`src/rtl/mc_pkg.sv`:
```
// Shared types and constants for the multi-cycle control sequencer.
package mc_pkg;

    localparam int unsigned STATE_W = 3;
    localparam int unsigned OP_W    = 2;
    localparam int unsigned COUNT_W = 8;

    // FSM states; encoding 7 is unused and recovers to IDLE
    typedef enum logic [STATE_W-1:0] {
        IDLE   = 3'd0,
        FETCH  = 3'd1,
        DECODE = 3'd2,
        EXEC   = 3'd3,
        MEM    = 3'd4,
        WB     = 3'd5,
        HALT   = 3'd6
    } stateT;

    // Opcodes carried in instr[7:6]
    localparam logic [OP_W-1:0] OP_ADD = 2'b00;
    localparam logic [OP_W-1:0] OP_LW  = 2'b01;
    localparam logic [OP_W-1:0] OP_SW  = 2'b10;
    localparam logic [OP_W-1:0] OP_J   = 2'b11;

    // Datapath control vector produced by the decoder
    typedef struct packed {
        logic irWrite;
        logic pcWrite;
        logic branch;
        logic memRead;
        logic memWrite;
        logic memtoReg;
        logic aluOp;
        logic aluSrc;
        logic regWrite;
        logic regDst;
    } ctrlT;

endpackage

```
`src/rtl/mc_decode.sv`:
```
// Combinational (state, op) -> datapath control decoder for the multi-cycle core.
module mc_decode
    import mc_pkg::*;
(
    input  stateT            curState,
    input  logic [OP_W-1:0]  op,
    output ctrlT             ctrl
);

    // Moore-style control decode; every control not named for a state stays 0
    always_comb begin
        ctrl = '0;
        case (curState)
            FETCH: begin
                ctrl.irWrite = 1'b1;
            end
            DECODE: begin
                if (op == OP_J) begin
                    ctrl.branch  = 1'b1;
                    ctrl.pcWrite = 1'b1;
                end
            end
            EXEC: begin
                if (op == OP_ADD) begin
                    ctrl.aluOp = 1'b1;
                end else if ((op == OP_LW) || (op == OP_SW)) begin
                    // address calculation: base + immediate
                    ctrl.aluSrc = 1'b1;
                end
            end
            MEM: begin
                if (op == OP_LW) begin
                    ctrl.memRead = 1'b1;
                    ctrl.aluSrc  = 1'b1;
                end else if (op == OP_SW) begin
                    ctrl.memWrite = 1'b1;
                    ctrl.pcWrite  = 1'b1;
                end
            end
            WB: begin
                ctrl.regWrite = 1'b1;
                ctrl.pcWrite  = 1'b1;
                if (op == OP_ADD) begin
                    ctrl.regDst = 1'b1;
                    ctrl.aluOp  = 1'b1;
                end else if (op == OP_LW) begin
                    ctrl.memtoReg = 1'b1;
                end
            end
            default: begin
                ctrl = '0;
            end
        endcase
    end

endmodule

```
`src/rtl/multicycle_control.sv`:
```
// Multi-cycle instruction sequencer: state register, next-state logic,
// retire counter and halt detection. Optional feature macro:
// MC_HALT_ON_OVF_EN -- halt on ALU overflow during an ADD execute step.
module multicycle_control
    import mc_pkg::*;
(
    input  logic        clk,
    input  logic        reset,
    input  logic        run,
    input  logic [1:0]  op,
    input  logic        loopFlag,
    input  logic        ovfFlag,
    output logic        sigIRWrite,
    output logic        sigPCWrite,
    output logic        sigBranch,
    output logic        sigMemRead,
    output logic        sigMemWrite,
    output logic        sigMemtoReg,
    output logic        sigALUOp,
    output logic        sigALUSrc,
    output logic        sigRegWrite,
    output logic        sigRegDst,
    output logic [2:0]  state,
    output logic        retire,
    output logic [7:0]  retireCount,
    output logic        halted
);

    stateT               curState;
    stateT               nextState;
    ctrlT                ctrl;
    logic                retireC;
    logic                ovfHalt;
    logic [COUNT_W-1:0]  countQ;

`ifdef MC_HALT_ON_OVF_EN
    assign ovfHalt = ovfFlag;
`else
    logic unusedOvf;
    assign unusedOvf = ovfFlag;
    assign ovfHalt   = 1'b0;
`endif

    // Control decode from the state register and the held opcode
    mc_decode uDecode (
        .curState (curState),
        .op       (op),
        .ctrl     (ctrl)
    );

    // Next-state and retire decision
    always_comb begin
        nextState = curState;
        retireC   = 1'b0;
        case (curState)
            IDLE: begin
                if (run) begin
                    nextState = FETCH;
                end
            end
            FETCH: begin
                nextState = DECODE;
            end
            DECODE: begin
                if (op == OP_J) begin
                    // a branch to itself is an infinite loop: stop the core
                    if (loopFlag) begin
                        nextState = HALT;
                    end else begin
                        retireC = 1'b1;
                    end
                end else begin
                    nextState = EXEC;
                end
            end
            EXEC: begin
                if (op == OP_ADD) begin
                    nextState = ovfHalt ? HALT : WB;
                end else if ((op == OP_LW) || (op == OP_SW)) begin
                    nextState = MEM;
                end else begin
                    nextState = IDLE;
                end
            end
            MEM: begin
                if (op == OP_LW) begin
                    nextState = WB;
                end else if (op == OP_SW) begin
                    retireC = 1'b1;
                end else begin
                    nextState = IDLE;
                end
            end
            WB: begin
                retireC = 1'b1;
            end
            HALT: begin
                nextState = HALT;
            end
            default: begin
                nextState = IDLE;
            end
        endcase
        // retiring steps straight into the next fetch, or parks in IDLE
        if (retireC) begin
            nextState = run ? FETCH : IDLE;
        end
    end

    // State register
    always_ff @(posedge clk or posedge reset) begin
        if (reset) begin
            curState <= IDLE;
        end else begin
            curState <= nextState;
        end
    end

    // Completed-instruction counter, wraps naturally at 8 bits
    always_ff @(posedge clk or posedge reset) begin
        if (reset) begin
            countQ <= '0;
        end else if (retireC) begin
            countQ <= COUNT_W'(countQ + 1'b1);
        end
    end

    // Output mapping
    always_comb begin
        sigIRWrite  = ctrl.irWrite;
        sigPCWrite  = ctrl.pcWrite;
        sigBranch   = ctrl.branch;
        sigMemRead  = ctrl.memRead;
        sigMemWrite = ctrl.memWrite;
        sigMemtoReg = ctrl.memtoReg;
        sigALUOp    = ctrl.aluOp;
        sigALUSrc   = ctrl.aluSrc;
        sigRegWrite = ctrl.regWrite;
        sigRegDst   = ctrl.regDst;
        state       = curState;
        retire      = retireC;
        retireCount = countQ;
        halted      = (curState == HALT);
    end

endmodule

```
`config.mk`:
```
export PLATFORM = sky130hd
export DESIGN_NAME = multicycle_control
export DESIGN_NICKNAME = d
export VERILOG_FILES = /design/src/rtl/mc_pkg.sv /design/src/rtl/mc_decode.sv /design/src/rtl/multicycle_control.sv
export SDC_FILE = /design/constraint.sdc
export NUM_CORES = 1
export LEC_CHECK = 0
export ABC_AREA = 1
export CAP_MARGIN = 20
export CORE_UTILIZATION = 25
export DETAILED_ROUTE_END_ITERATION = 12
export MAX_ROUTING_LAYER = met4
export SETUP_SLACK_MARGIN = 0.15
export SLEW_MARGIN = 20
export SYNTH_ARGS = -nofsm -noshare
export SYNTH_HDL_FRONTEND = slang
export SYNTH_HIERARCHICAL = 1
export SYNTH_SLANG_ARGS = --single-unit
```
`constraint.sdc`:
```
create_clock -name clk -period 1.75 [get_ports clk]
set_clock_uncertainty 0.15 [all_clocks]
set_input_delay 0.35 -clock clk [delete_from_list [all_inputs] [get_ports clk]]
set_output_delay 0.35 -clock clk [all_outputs]
set_load 0.05 [all_outputs]
```
==> flow_summary.toml <==
[critical_path]
cp.arrival_ns = 1.42
setup.worst_path.class = "register to output pin"
cp.buffers_inverters = 2
cp.required_ns = 1.25
path_max_fanout = 6
path_common_cell = "nand2_4"
cp-end-kind = "output pin"
crit_chain = "inv_4, nand2_4, nor2_4, nand2_2, nand2_4, buf_12"
startpoint_type = "register"
critPathMaxStageDelay_ns = 0.55
crit_start = "state[0]$_DFFE_PP0P_"
ff2ff_setup_slack_ns = 0.14
critical_path_cell_count = 6
crit_end = "retire"
timing.critical_path.slowest_stage_cell = "dfrtp_4"
r2r-start = "state[0]$_DFFE_PP0P_"
rr_endpoint = "state[0]$_DFFE_PP0P_"
worst_r2r_path_depth = 10
path_delay_family = "flip-flops"

[drt]
dr.pass1.iters = 4
num_vias = 995
wire_per_inst_um = 11.3
drt-initial-drc-count = 37
detail-route-antenna-nets = 0
post-route-drc-count = 0
wl_um = 2590
via_per_inst = 4.33

[sta]
relSlewSlack = 0.722
setup_viol = 12
slew_viol_final = 0
rsz0062_at_grt = "yes"
finalHoldViolations = 0
min_period_ns = 1.92
worst_pin_slew_ns = 0.416
period_share = 1.10
hold_ws_ns = 0.205
fmax_mhz = 521
fin_ws_ns = -0.169

[grt]
grt_pass1_wl_um = 4210
antenna_found_initial = 0
grt_max_degree = 12
grt_pass1_vias = 1005
grt_usage = 0.154
gr-total-overflow = 0

[logic_synthesis]
yosysTopAreaCell = "dfrtp_1"
ys_ff_latch = 11
ys_seq_area_frac = 0.316
netlist_area_um2 = 871
synthTopCellsByArea = "dfrtp_1, nand2_1, inv_1"
yosysWarnings = 6
ys_types = 21
postSynthAreaPerCell_um2 = 6.75
synth_nets = 142
postSynthCellCount = 129
yosysTopAreaCellShare = 0.316

[cells_and_area]
multiInputGateArea_um2 = 598
drive_above_1_share = 0.467
synthToLayoutAreaGrowth_pct = 106
fin_nets = 198
regArea_um2 = 285
n_antenna_cell = 0
fill_cells = 313

[cts]
max-clock-path-buffers = 2
htreeDepth = 1
worstSkewPairLatency_ns = 0.28
cts_root_buf = "clkbuf_4"
cts_tree = "done"
cts_buffers = 3
clk_pin_slew_ns = 0.08
cts.sinks = 11

[placement]
place.gp.congestion = 0.835
dp_hpwl_um = 1900
numPortBuffers = 28

[power_and_ir_drop]
p_per_area_nw_per_um2 = 269
power.leakage_nw = 0.892
ir_worst_vdd_mv = 0.298
power_uw = 482

[floorplanning]
die-area_um2 = 3720
initial_utilization = 0.261
core-area_um2 = 3340
fp.dieW_um = 61.0
boundaryPins = 30
row_count = 21
dieHeight_um = 61.0

[worst_hold_path]
min_path_type = "input pin to async pin"

[status]
failed_checks = "setup timing"
status = "complete, but fails checks"

[run]
cap_violations = 0
==> repair_timing <==
| action | CTS | global route |
|---|---|---|
| endpoints found under the setup margin | 22 | 16 |
| cloned | 0 | 0 |
| hold buffers | 0 | 0 |
| gates resized for setup | 21 | 13 |
| setup buffers | 10 | 5 |
| pin swaps | 3 | 5 |
==> logic make-up after synthesis <==
family	after synthesis	synth area share
AOI/OAI and AO/OA	8	0.0546
xor gates and xnor gates	4	0.0402
adders and majority gates	6	0.0862
buffers and inverters	25	0.121
DFF	11	0.316
and+or+nand+nor	75	0.382
==> worst reg2reg max path, stage by stage, from the launching register on <==
cell     delay (ns)
dfrtp_4        0.55
inv_4          0.09
nand2_4        0.07
nor2_4         0.12
nand2_2        0.07
nand2_4        0.10
buf_4          0.11
buf_4          0.11
nand2_1        0.05
nand2_1        0.05
nor2_1         0.04
==> per-layer routing <==
metal	part of all wire	up-vias	wire, um	track usage
met5	0	-	0	-
met4	0.020	0	52	0.0584
met3	0.037	6	97	0.0189
met2	0.56	28	1440	0.301
met1	0.39	457	1000	0.154
li1	-	504	-	-
==> cells in the final DEF, fill, tap and decap left out, types with 2 or more instances in the layout <==
cell             count
nor2_4               6
buf_6                7
clkdlybuf4s15_2      2
dfrtp_2              2
inv_4                2
nand3_1              9
nor2_1               9
nand2_1             34
clkinvlp_4           3
nand2_4              2
nor2_2               3
xor2_1               3
clkdlybuf4s50_1      3
o21ai_1              3
inv_2                3
nand2_2              4
nand4_1              3
buf_12              23
dfrtp_1              7
buf_4               16
dfrtp_4              2
clkbuf_4             3
nand3_4              3
inv_1               16
ha_1                 6
==> Yosys cell counts, drive strengths merged <==
| master | count |
|---|---|
| a21o | 1 |
| a21oi | 1 |
| a31oi | 1 |
| buf | 1 |
| dfrtp | 11 |
| ha | 6 |
| inv | 24 |
| nand2 | 40 |
| nand3 | 13 |
| nand3b | 1 |
| nand4 | 3 |
| nor2 | 18 |
| o21ai | 5 |
| xnor2 | 1 |
| xor2 | 3 |
==> final cells by class <==
cell class | instances | area share
multi-input combinational | 93 | 0.334
tap | 46 | 0.0321
clock buffer | 3 | 0.0126
sequential | 11 | 0.159
clock inverter | 1 | 0.00279
timing repair buffer | 52 | 0.400
inverter | 24 | 0.0594
==> worst min-delay path by stage <==
stage                                     from                    endpoint  slack [ns]  cells after the start
CTS                                      reset  retireCount[0]$_DFFE_PP0P_        0.23                      2
global placement    retireCount[0]$_DFFE_PP0P_  retireCount[0]$_DFFE_PP0P_        0.43                      1
finish                                   reset  retireCount[6]$_DFFE_PP0P_        0.20                      2
detailed placement  retireCount[0]$_DFFE_PP0P_  retireCount[0]$_DFFE_PP0P_        0.45                      1
floorplan                                reset  retireCount[0]$_DFFE_PP0P_        0.05                      1
global route                             reset        state[0]$_DFFE_PP0P_        0.26                      2
==> metrics by stage <==
step,instance area [um2],setup slack [ns],utilization,instances,setup TNS [ns]
2_1_floorplan,942,0.0401,-,129,0
3_3_place_gp,1550,-0.351,0.463,211,-4.81
3_5_place_dp,1550,-0.415,0.463,211,-5.72
4_1_cts,1700,-0.135,0.511,225,-0.938
5_1_grt,1790,-0.212,0.537,230,-1.74
6_report,1790,-0.169,0.537,230,-1.22
==> registers in the layout, indices dropped and copies added, names as in the netlist <==
name,flops
state,3
retireCount,8
==> power by group <==
group | internal [mW] | total, mW | switching, mW
logic | 0.0226 | 0.0489 | 0.0263
clock network | 0.0849 | 0.179 | 0.0942
registers | 0.254 | 0.254 | 0
Note: power is estimated with default switching activity, not from simulation.
